## src/rtl/seg7_scan_display.sv

```systemverilog
// Multiplexed seven-segment scanner: NUM_DIGITS hex digits from one packed value,
// with frame-synchronous double buffering, leading-zero blanking and anti-ghost blanking.
module seg7_scan_display #(
    parameter int NUM_DIGITS   = 8,
    parameter int CLK_DIV      = 100000,
    parameter int BLANK_CYCLES = 2,
    parameter int ACTIVE_LOW   = 1
) (
    input  logic                    Clk,
    input  logic                    Reset,
    input  logic [4*NUM_DIGITS-1:0] Value,
    input  logic                    Load,
    input  logic [NUM_DIGITS-1:0]   DpIn,
    input  logic                    LzBlank,
    output logic [6:0]              out7,
    output logic                    dp_out,
    output logic [NUM_DIGITS-1:0]   en_out,
    output logic                    FrameDone
);

    localparam int PW = (CLK_DIV > 1) ? $clog2(CLK_DIV) : 1;
    localparam int IW = (NUM_DIGITS > 1) ? $clog2(NUM_DIGITS) : 1;
    localparam logic OFF = (ACTIVE_LOW != 0);
    localparam logic [PW-1:0] PRESC_MAX = PW'(CLK_DIV - 1);
    localparam logic [IW-1:0] IDX_MAX = IW'(NUM_DIGITS - 1);

    logic [PW-1:0] presc;
    logic [IW-1:0] idx;
    logic          tick;
    logic          frame_tick;
    logic          in_blank;

    logic [4*NUM_DIGITS-1:0] stage_val;
    logic [NUM_DIGITS-1:0]   stage_dp;
    logic                    pending;
    logic [4*NUM_DIGITS-1:0] disp_val;
    logic [NUM_DIGITS-1:0]   disp_dp;

    logic [NUM_DIGITS-1:0] lz_mask;
    logic                  lz_run;
    logic [3:0]            cur_nib;
    logic                  cur_dp;
    logic                  cur_lz;
    logic [NUM_DIGITS-1:0] en_sel;
    logic [6:0]            seg_n;
    logic                  dp_n;
    logic [NUM_DIGITS-1:0] en_n;

    function automatic logic [6:0] hex_glyph(input logic [3:0] nib);
        logic [6:0] g;
        case (nib)
            4'h0: g = 7'b1111110;
            4'h1: g = 7'b0110000;
            4'h2: g = 7'b1101101;
            4'h3: g = 7'b1111001;
            4'h4: g = 7'b0110011;
            4'h5: g = 7'b1011011;
            4'h6: g = 7'b1011111;
            4'h7: g = 7'b1110000;
            4'h8: g = 7'b1111111;
            4'h9: g = 7'b1111011;
            4'hA: g = 7'b1110111;
            4'hB: g = 7'b0011111;
            4'hC: g = 7'b1001110;
            4'hD: g = 7'b0111101;
            4'hE: g = 7'b1001111;
            default: g = 7'b1000111;
        endcase
        return g;
    endfunction

    assign tick       = (presc == PRESC_MAX);
    assign frame_tick = tick && (idx == IDX_MAX);

    generate
        if (BLANK_CYCLES == 0) begin : g_no_blank
            assign in_blank = 1'b0;
        end else begin : g_blank
            assign in_blank = (presc < PW'(BLANK_CYCLES));
        end
    endgenerate

    always_ff @(posedge Clk or negedge Reset) begin
        if (!Reset) begin
            presc <= '0;
            idx   <= '0;
        end else if (tick) begin
            presc <= '0;
            idx   <= (idx == IDX_MAX) ? '0 : idx + 1'b1;
        end else begin
            presc <= presc + 1'b1;
        end
    end

    // Load is a single-cycle strobe with no back-pressure: Value/DpIn are taken
    // whenever Load=1. The display copy only moves at a frame boundary, so a
    // frame is never torn; a Load on that boundary cycle bypasses staging.
    always_ff @(posedge Clk or negedge Reset) begin
        if (!Reset) begin
            stage_val <= '0;
            stage_dp  <= '0;
            pending   <= 1'b0;
            disp_val  <= '0;
            disp_dp   <= '0;
        end else if (frame_tick && Load) begin
            disp_val  <= Value;
            disp_dp   <= DpIn;
            stage_val <= Value;
            stage_dp  <= DpIn;
            pending   <= 1'b0;
        end else if (Load) begin
            stage_val <= Value;
            stage_dp  <= DpIn;
            pending   <= 1'b1;
        end else if (frame_tick && pending) begin
            disp_val <= stage_val;
            disp_dp  <= stage_dp;
            pending  <= 1'b0;
        end
    end

    // A digit is a leading zero when it and every higher digit are zero; digit 0 always shows.
    always_comb begin
        lz_run  = 1'b1;
        lz_mask = '0;
        for (int i = NUM_DIGITS - 1; i >= 0; i--) begin
            lz_run     = lz_run && (disp_val[4*i +: 4] == 4'h0);
            lz_mask[i] = lz_run && (i != 0);
        end
    end

    always_comb begin
        cur_nib = '0;
        cur_dp  = 1'b0;
        cur_lz  = 1'b0;
        en_sel  = '0;
        for (int i = 0; i < NUM_DIGITS; i++) begin
            if (idx == IW'(i)) begin
                cur_nib   = disp_val[4*i +: 4];
                cur_dp    = disp_dp[i];
                cur_lz    = lz_mask[i];
                en_sel[i] = 1'b1;
            end
        end
    end

    always_comb begin
        seg_n = hex_glyph(cur_nib);
        dp_n  = cur_dp;
        en_n  = en_sel;
        if (in_blank) begin
            seg_n = '0;
            dp_n  = 1'b0;
            en_n  = '0;
        end else if (LzBlank && cur_lz) begin
            seg_n = '0;
        end
    end

    always_ff @(posedge Clk or negedge Reset) begin
        if (!Reset) begin
            out7      <= {7{OFF}};
            dp_out    <= OFF;
            en_out    <= {NUM_DIGITS{OFF}};
            FrameDone <= 1'b0;
        end else begin
            out7      <= seg_n ^ {7{OFF}};
            dp_out    <= dp_n ^ OFF;
            en_out    <= en_n ^ {NUM_DIGITS{OFF}};
            FrameDone <= frame_tick;
        end
    end

endmodule
```

## config.mk

```make
export PLATFORM = sky130hd
export DESIGN_NAME = seg7_scan_display
export DESIGN_NICKNAME = d
export VERILOG_FILES = /design/src/rtl/seg7_scan_display.sv
export SDC_FILE = /design/constraint.sdc
export NUM_CORES = 1
export LEC_CHECK = 0
export ABC_CLOCK_PERIOD_IN_PS = 2600
export CORE_ASPECT_RATIO = 0.75
export CORE_UTILIZATION = 53
export CTS_BUF_LIST = sky130_fd_sc_hd__clkbuf_4
export CTS_CLUSTER_DIAMETER = 80
export DETAILED_ROUTE_END_ITERATION = 16
export PLACE_DENSITY = 0.75
export SLEW_MARGIN = 20
export SYNTH_ARGS = -nofsm -noshare
export SYNTH_HDL_FRONTEND = slang
export SYNTH_SLANG_ARGS = --single-unit
```

## constraint.sdc

```tcl
create_clock -name Clk -period 2.6 [get_ports Clk]
set_clock_uncertainty 0.2 [all_clocks]
set_input_delay 0.39 -clock Clk [delete_from_list [all_inputs] [get_ports Clk]]
set_output_delay 0.39 -clock Clk [all_outputs]
set_load 0.01 [all_outputs]
```

==> impl_results.md, run 1 <==
* Worst R2R Start: idx[0]
* Flop-to-flop setup slack at 50 ps
* Worst path required time at 2840 ps
* Core Box Area at 9852 µm²
* Overflow after GRT at 0
* Via count at 3748
* Crit path to: out7[3]
* CTS Buf Count at 17
* Element type at the critical path end: flip-flop
* Max frequency at 0.3926 GHz
* Worst VDD drop at 0.3746 mV
* DP HPWL at 7.962 mm
* Yosys top cell by area: dfrtp_1
* Async set-or-reset flop fraction in the synthesized netlist at 100.0%
* Dpl cells at 634
* Cell with the most instances after synthesis: dfrtp_1
* Slew margin rel. at 62.93%
* Total Wirelength at 11.41 mm
* Root Buffer: clkbuf_4
* Synth area leaders: dfrtp_1 47%, mux2_4 9.9%, mux2_2 8.2%, dfstp_2 7.7%, ha_1 3.0%
* Post-synth top area share at 46.65%
* Setup Viol. Count Final at 0
* Synth Flop Type: dfrtp_1
* Routed vias/inst at 5.520
* Yosys warnings at 0
* RSZ-0062 raised after global routing: true
* WHS at 154.6 ps
* Fin. Hold Viols at 0
* Final Cycle Share at 97.97%
* Per-cell routed wire length at 16.80 µm
* First-pass GRT wire length at 19.04 mm
* Number of I/O port buffers at 60
* Outcome: complete, no violations
* Max Cap Viol at 0
* DRC violations left at 0
* Clk sinks at 118
* Initial cell density of the core at 55.54%
* Max-slew violations at 0
* Initial DRC Count at 264
* Layout cell share with drive strength beyond 1 at 34.07%
* CTS tree: built
* PwrDens at 519.6 nW/µm²
* Power after layout at 3.574 mW
* Boundary Pins at 61
* Yosys cell types at 51
* Crit path from: idx[0]
* Least-Margin Pin Slew at 556.0 ps
* R2R cell count at 13
* H-Tree Depth at 4
* Arr. time, crit path at 2790 ps
* Synth Register Bits at 118
* HP Class: in2async
* Final non-filler cell total at 679
* Crit path kind: reg2reg
* Sequential share of the synthesized area at 54.33%
* Leak at 3.124 nW
* Initial antenna violation count at 0
* Routability cong. at 0.8947
* Startpoint Class: flip-flop
* Syn Area/Cell at 12.32 µm²
* CTS clk-pin slew, worst paths at 100 ps
* Most frequent cells after synthesis: 102 x dfrtp_1, 40 x mux2_2, 38 x nand2_1, 36 x mux2_4, 28 x nor2_1
* Total track usage at 22.94%
* Worst-path fanout max at 6
* Syn nets at 501
* Synth Instances at 444
* Vias in the first global route at 3832
* Clock buffer depth at 2
* Dpl cell area at 6317 µm²
* Post-Syn Area at 5471 µm²
* Post-synth EDFFs at 0
* Clock latency on the worst-skew pair at 520 ps
* Die area at 10740 µm²
* Synth-to-layout area growth at 25.70%
* Finished Cell Area at 6878 µm²
* Min Clock Period, post-route at 2547 ps
* Die height at 89.99 µm
* Post-route ant nets at 0
* Width of the die at 119.3 µm
* Drt pass-1 iters at 5
* Final net count at 590
* R2R Path End: out7[3]
* Placement row count at 31
* Largest net degree at the start of global routing at 40
[layout by cell type (no fill, tap or decap), types with 7 or more instances in the layout]
master / Yosys / final
a21oi_1: 23 / 21
buf_4: 0 / 23
clkbuf_4: 0 / 20
clkdlybuf4s50_1: 0 / 58
dfrtp_1: 102 / 101
dfstp_2: 16 / 16
ha_4: 0 / 7
inv_2: 1 / 7
mux2_2: 40 / 40
mux2_4: 36 / 36
nand2_1: 38 / 38
nand3_1: 11 / 11
nor2_1: 28 / 27
nor4_1: 7 / 7
o21ai_0: 13 / 12
xnor2_1: 7 / 7
[critical path: stages (launching register included)]
cell,delay [ps]
dfrtp_2,460
buf_6,140
ha_4,170
buf_6,130
o21ai_2,120
o211ai_1,110
o2bb2ai_1,140
a21o_1,230
buf_4,170
ha_4,150
inv_2,50
nor2_1,50
a211oi_2,270
o21ai_2,80
[per-layer routing]
metal	part of all wire, %	wire length (µm)	vias to the layer above	track usage [%]
met5	0	0	-	0
met3	5.3	600	20	6.155
met1	47	5398	1849	32.82
met4	1.8	201	0	7.396
li1	-	-	1764	-
met2	46	5204	115	34.01
[what timing repair did]
| action | CTS | global route |
|---|---|---|
| gates resized for setup | 6 | 35 |
| hold buffers | 1 | 0 |
| setup endpoints to repair | 6 | 43 |
| endpoints found under the hold margin | 38 | 0 |
| setup buffers | 1 | 9 |
| pin swaps | 1 | 7 |
| cloned | 0 | 1 |
[registers in the layout, summed over array words and instances, names as in the netlist]
| register | flops |
|---|---|
| disp_dp | 8 |
| out7 | 7 |
| FrameDone | 1 |
| dp_out | 1 |
| presc | 17 |
| disp_val | 32 |
| pending | 1 |
| en_out | 8 |
| stage_val | 32 |
| idx | 3 |
| stage_dp | 8 |
[final cells by class]
type | count | area (µm²)
multi-input combinational | 293 | 2491
clock inverter | 12 | 158.9
timing repair buffer | 91 | 890.9
clock buffer | 20 | 150.1
antenna | 1 | 2.502
inverter | 12 | 45.04
sequential | 118 | 2974
fill | 703 | 2974
tap | 132 | 165.2
[metrics by stage]
stage                     utilization (%)  worst slack, ps  TNS (ps)
after CTS                           67.54            24.86         0
after floorplan                         -            30.54         0
final                               69.81            52.69         0
after global placement              64.12            61.56         0
after global routing                69.79           -73.58    -177.0
after detailed placement            64.12           -83.81    -226.5
[where the power goes]
group / switching (mW) / internal, mW
combinational: 0.0984 / 0.128
sequential: 0.0202 / 1.90
clock: 0.649 / 0.779
[worst min path at each step]
stage | slack, ps | depth (start not counted) | endpoint
after floorplan | -110 | 0 | FrameDone
after global placement | 180 | 1 | presc[12]
after detailed placement | 180 | 1 | presc[12]
after CTS | 150 | 2 | presc[5]
after global routing | 160 | 2 | presc[7]
final | 150 | 2 | presc[12]
[cell families after synthesis]
group	Yosys count	synth area share [%]
buf+inv	33	2.881
flops	118	54.33
fa+ha+maj	13	2.973
xor+xnor	13	2.081
simple gates	118	10.82
compound gates	70	8.255
mux	79	18.66
(Power assumes the default switching activity.)
==> run 2, diff against run 1 <==
--- a/config.mk
+++ b/config.mk
@@ -12,6 +12,7 @@
 export CTS_CLUSTER_DIAMETER = 80
 export DETAILED_ROUTE_END_ITERATION = 16
 export PLACE_DENSITY = 0.75
+export SKIP_LAST_GASP = 1
 export SLEW_MARGIN = 20
 export SYNTH_ARGS = -nofsm -noshare
 export SYNTH_HDL_FRONTEND = slang
==> run 2 against run 1 <==
Effect of this change:
- combinational power about the same
- total power fell by 0.10%
- maximum frequency barely moved
- global-route usage unchanged
- register-to-register slack about the same
==> impl_results.md, run 2 (synthesis gave the netlist of run 1 again) <==
* Final Cycle Share at 97.99% (was 97.97%)
* Slowest cell delay on critical path at 460 ps (about the same)
* Core Util, Final at 69.81% (unchanged)
* Clk sinks at 118 (unchanged)
* Core Box Area at 9852 µm² (unchanged)
* CTS Buf Count at 17 (unchanged)
* Die height at 89.99 µm (unchanged)
* Max Cap Viol at 0 (unchanged)
* Initial DRC Count at 210 (was 264)
* Die area at 10740 µm² (unchanged)
* Commonest non-fill, non-tap cell in the layout: dfrtp_1 (unchanged)
* Clock latency on the worst-skew pair at 520 ps (about the same)
* Largest net degree at the start of global routing at 40 (unchanged)
* RSZ-0062 raised after global routing: true (unchanged)
* Clock buffer depth at 2 (unchanged)
* DP HPWL at 7.962 mm (unchanged)
* Synth-to-layout area growth at 25.70% (unchanged)
* Leading cell types in the layout, fill and taps excluded: 101 x dfrtp_1, 58 x clkdlybuf4s50_1, 40 x mux2_2, 38 x nand2_1, 36 x mux2_4 (unchanged)
* Cells along the critical path: buf_6, ha_4, buf_6, o21ai_2, o211ai_1, o2bb2ai_1, a21o_1, buf_4, ha_4, inv_2, nor2_1, a211oi_2, o21ai_2 (unchanged)
* Post-route ant nets at 0 (unchanged)
* Initial cell density of the core at 55.54% (unchanged)
* Final worst slack at 52.19 ps (was 52.69 ps)
* Startpoint Class: flip-flop (unchanged)
* Placement row count at 31 (unchanged)
* Slew margin rel. at 63.95% (was 62.93%)
* Least-Margin Pin Slew at 540.8 ps (was 556.0 ps)
* Routed vias/inst at 5.523 (was 5.520)
* Per-cell routed wire length at 16.77 µm (was 16.80 µm)
* Finished Cell Area at 6878 µm² (unchanged)
* H-Tree Depth at 4 (unchanged)
* Arr. time, crit path at 2790 ps (about the same)
* Via count at 3750 (was 3748)
* Vias in the first global route at 3832 (unchanged)
* Min Clock Period, post-route at 2548 ps (was 2547 ps)
* Max-slew violations at 0 (unchanged)
* Initial antenna violation count at 0 (unchanged)
* Power after layout at 3.570 mW (was 3.574 mW)
* Final net count at 590 (unchanged)
* CTS clk-pin slew, worst paths at 100 ps (about the same)
* Total Wirelength at 11.38 mm (was 11.41 mm)
* Largest regs: disp_val: 32 flops, stage_val: 32 flops, presc: 17 flops (unchanged)
* Worst path required time at 2840 ps (about the same)
* CTS tree: built (unchanged)
* Leak at 3.124 nW (unchanged)
* Setup Viol. Count Final at 0 (unchanged)
* CP bufs+invs at 4 (unchanged)
* Reg area at 2974 µm² (unchanged)
* Number of I/O port buffers at 60 (unchanged)
* Max frequency at 0.3925 GHz (was 0.3926 GHz)
* Fin. Hold Viols at 0 (unchanged)
* PwrDens at 519.1 nW/µm² (was 519.6 nW/µm²)
* Overflow after GRT at 0 (unchanged)
* Outcome: complete, no violations (unchanged)
* Dpl ws at -83.81 ps (unchanged)
* Width of the die at 119.3 µm (unchanged)
* Drt pass-1 iters at 5 (unchanged)
* First-pass GRT wire length at 19.04 mm (unchanged)
* DRC violations left at 0 (unchanged)
* Multi-input combinational cell area at 2491 µm² (unchanged)
* Worst VDD drop at 0.3746 mV (about the same)
* Layout cell share with drive strength beyond 1 at 34.07% (unchanged)
* FILL cells at 703 (unchanged)
* Total track usage at 22.94% (unchanged)
* Crit path kind: reg2reg (unchanged)
* HP Class: in2async (unchanged)
* Worst-path fanout max at 6 (unchanged)
* CP delay by family, top: compound AO/OA/AOI/OAI gates (unchanged)
* Worst path slowest cell: dfrtp_2 (unchanged)
* Final TNS setup at 0 ps (unchanged)
* Routability cong. at 0.8947 (unchanged)
* Boundary Pins at 61 (unchanged)
* Dpl cell area at 6317 µm² (unchanged)
* Element type at the critical path end: flip-flop (unchanged)
* Root Buffer: clkbuf_4 (unchanged)
run 2: cell counts in the layout (fill, tap and decap cells not counted):
Identical to the previous run, type by type.
run 2: through the flow:
| step | instances | hold slack [ps] |
|---|---|---|
| 2_1_floorplan | 444 | -105.6 |
| 5_1_grt | 678 | 160.3 |
| 3_3_place_gp | 634 | 176.6 |
| 4_1_cts | 668 | 149.4 |
| 3_5_place_dp | 634 | 178.3 |
| 6_report | 679 | 157.2 |
run 2: layout make-up:
| type | instances | area share (%) |
|---|---|---|
| clock buffer | 20 | 2.183 |
| tap | 132 | 2.401 |
| timing repair buffer | 91 | 12.95 |
| antenna | 1 | 0.03638 |
| sequential | 118 | 43.24 |
| clock inverter | 12 | 2.310 |
| inverter | 12 | 0.6549 |
| multi-input combinational | 293 | 36.22 |
run 2: per-layer routing:
layer  track usage, %  wire (µm)  vias up
met5                0          0        -
met3            6.155        648       23
met1            32.82       5330     1840
li1                 -          -     1764
met2            34.01       5192      123
met4            7.396        213        0
run 2: timing repair:
item / CTS / global route
cloned: 0 / 1
endpoints found under the setup margin: 6 / 43
setup buffers: 1 / 9
hold buffers: 1 / 0
hold endpoints to repair: 38 / 0
pin swaps: 1 / 7
gates resized for setup: 6 / 35
run 2: power breakdown:
group	leakage (nW)	total (mW)	switching [mW]	internal, mW
clock	0.169	1.42	0.645	0.779
sequential	1.48	1.92	0.0201	1.90
combinational	1.48	0.227	0.0985	0.128
total	3.12	3.57	0.764	2.81
run 2: final timing paths:
check | from | endpoint | slack, ps | cells past startpoint
min in group Clk | Load | pending | 180 | 3
min reg2reg | stage_val[12] | stage_val[12] | 310 | 1
max in group asynchronous | Reset | out7[5] | 1340 | 3
max | idx[0] | out7[3] | 50 | 13
min | Reset | presc[12] | 160 | 2
max reg2reg | idx[0] | out7[3] | 50 | 13
==> run 3, diff against run 2 <==
--- a/config.mk
+++ b/config.mk
@@ -5,6 +5,7 @@
 export SDC_FILE = /design/constraint.sdc
 export NUM_CORES = 1
 export LEC_CHECK = 0
+export ABC_AREA = 0
 export ABC_CLOCK_PERIOD_IN_PS = 2600
 export CORE_ASPECT_RATIO = 0.75
 export CORE_UTILIZATION = 53
==> results of run 3 <==
Same layout as run 2: the final DEF is identical, and so are final timing and power.
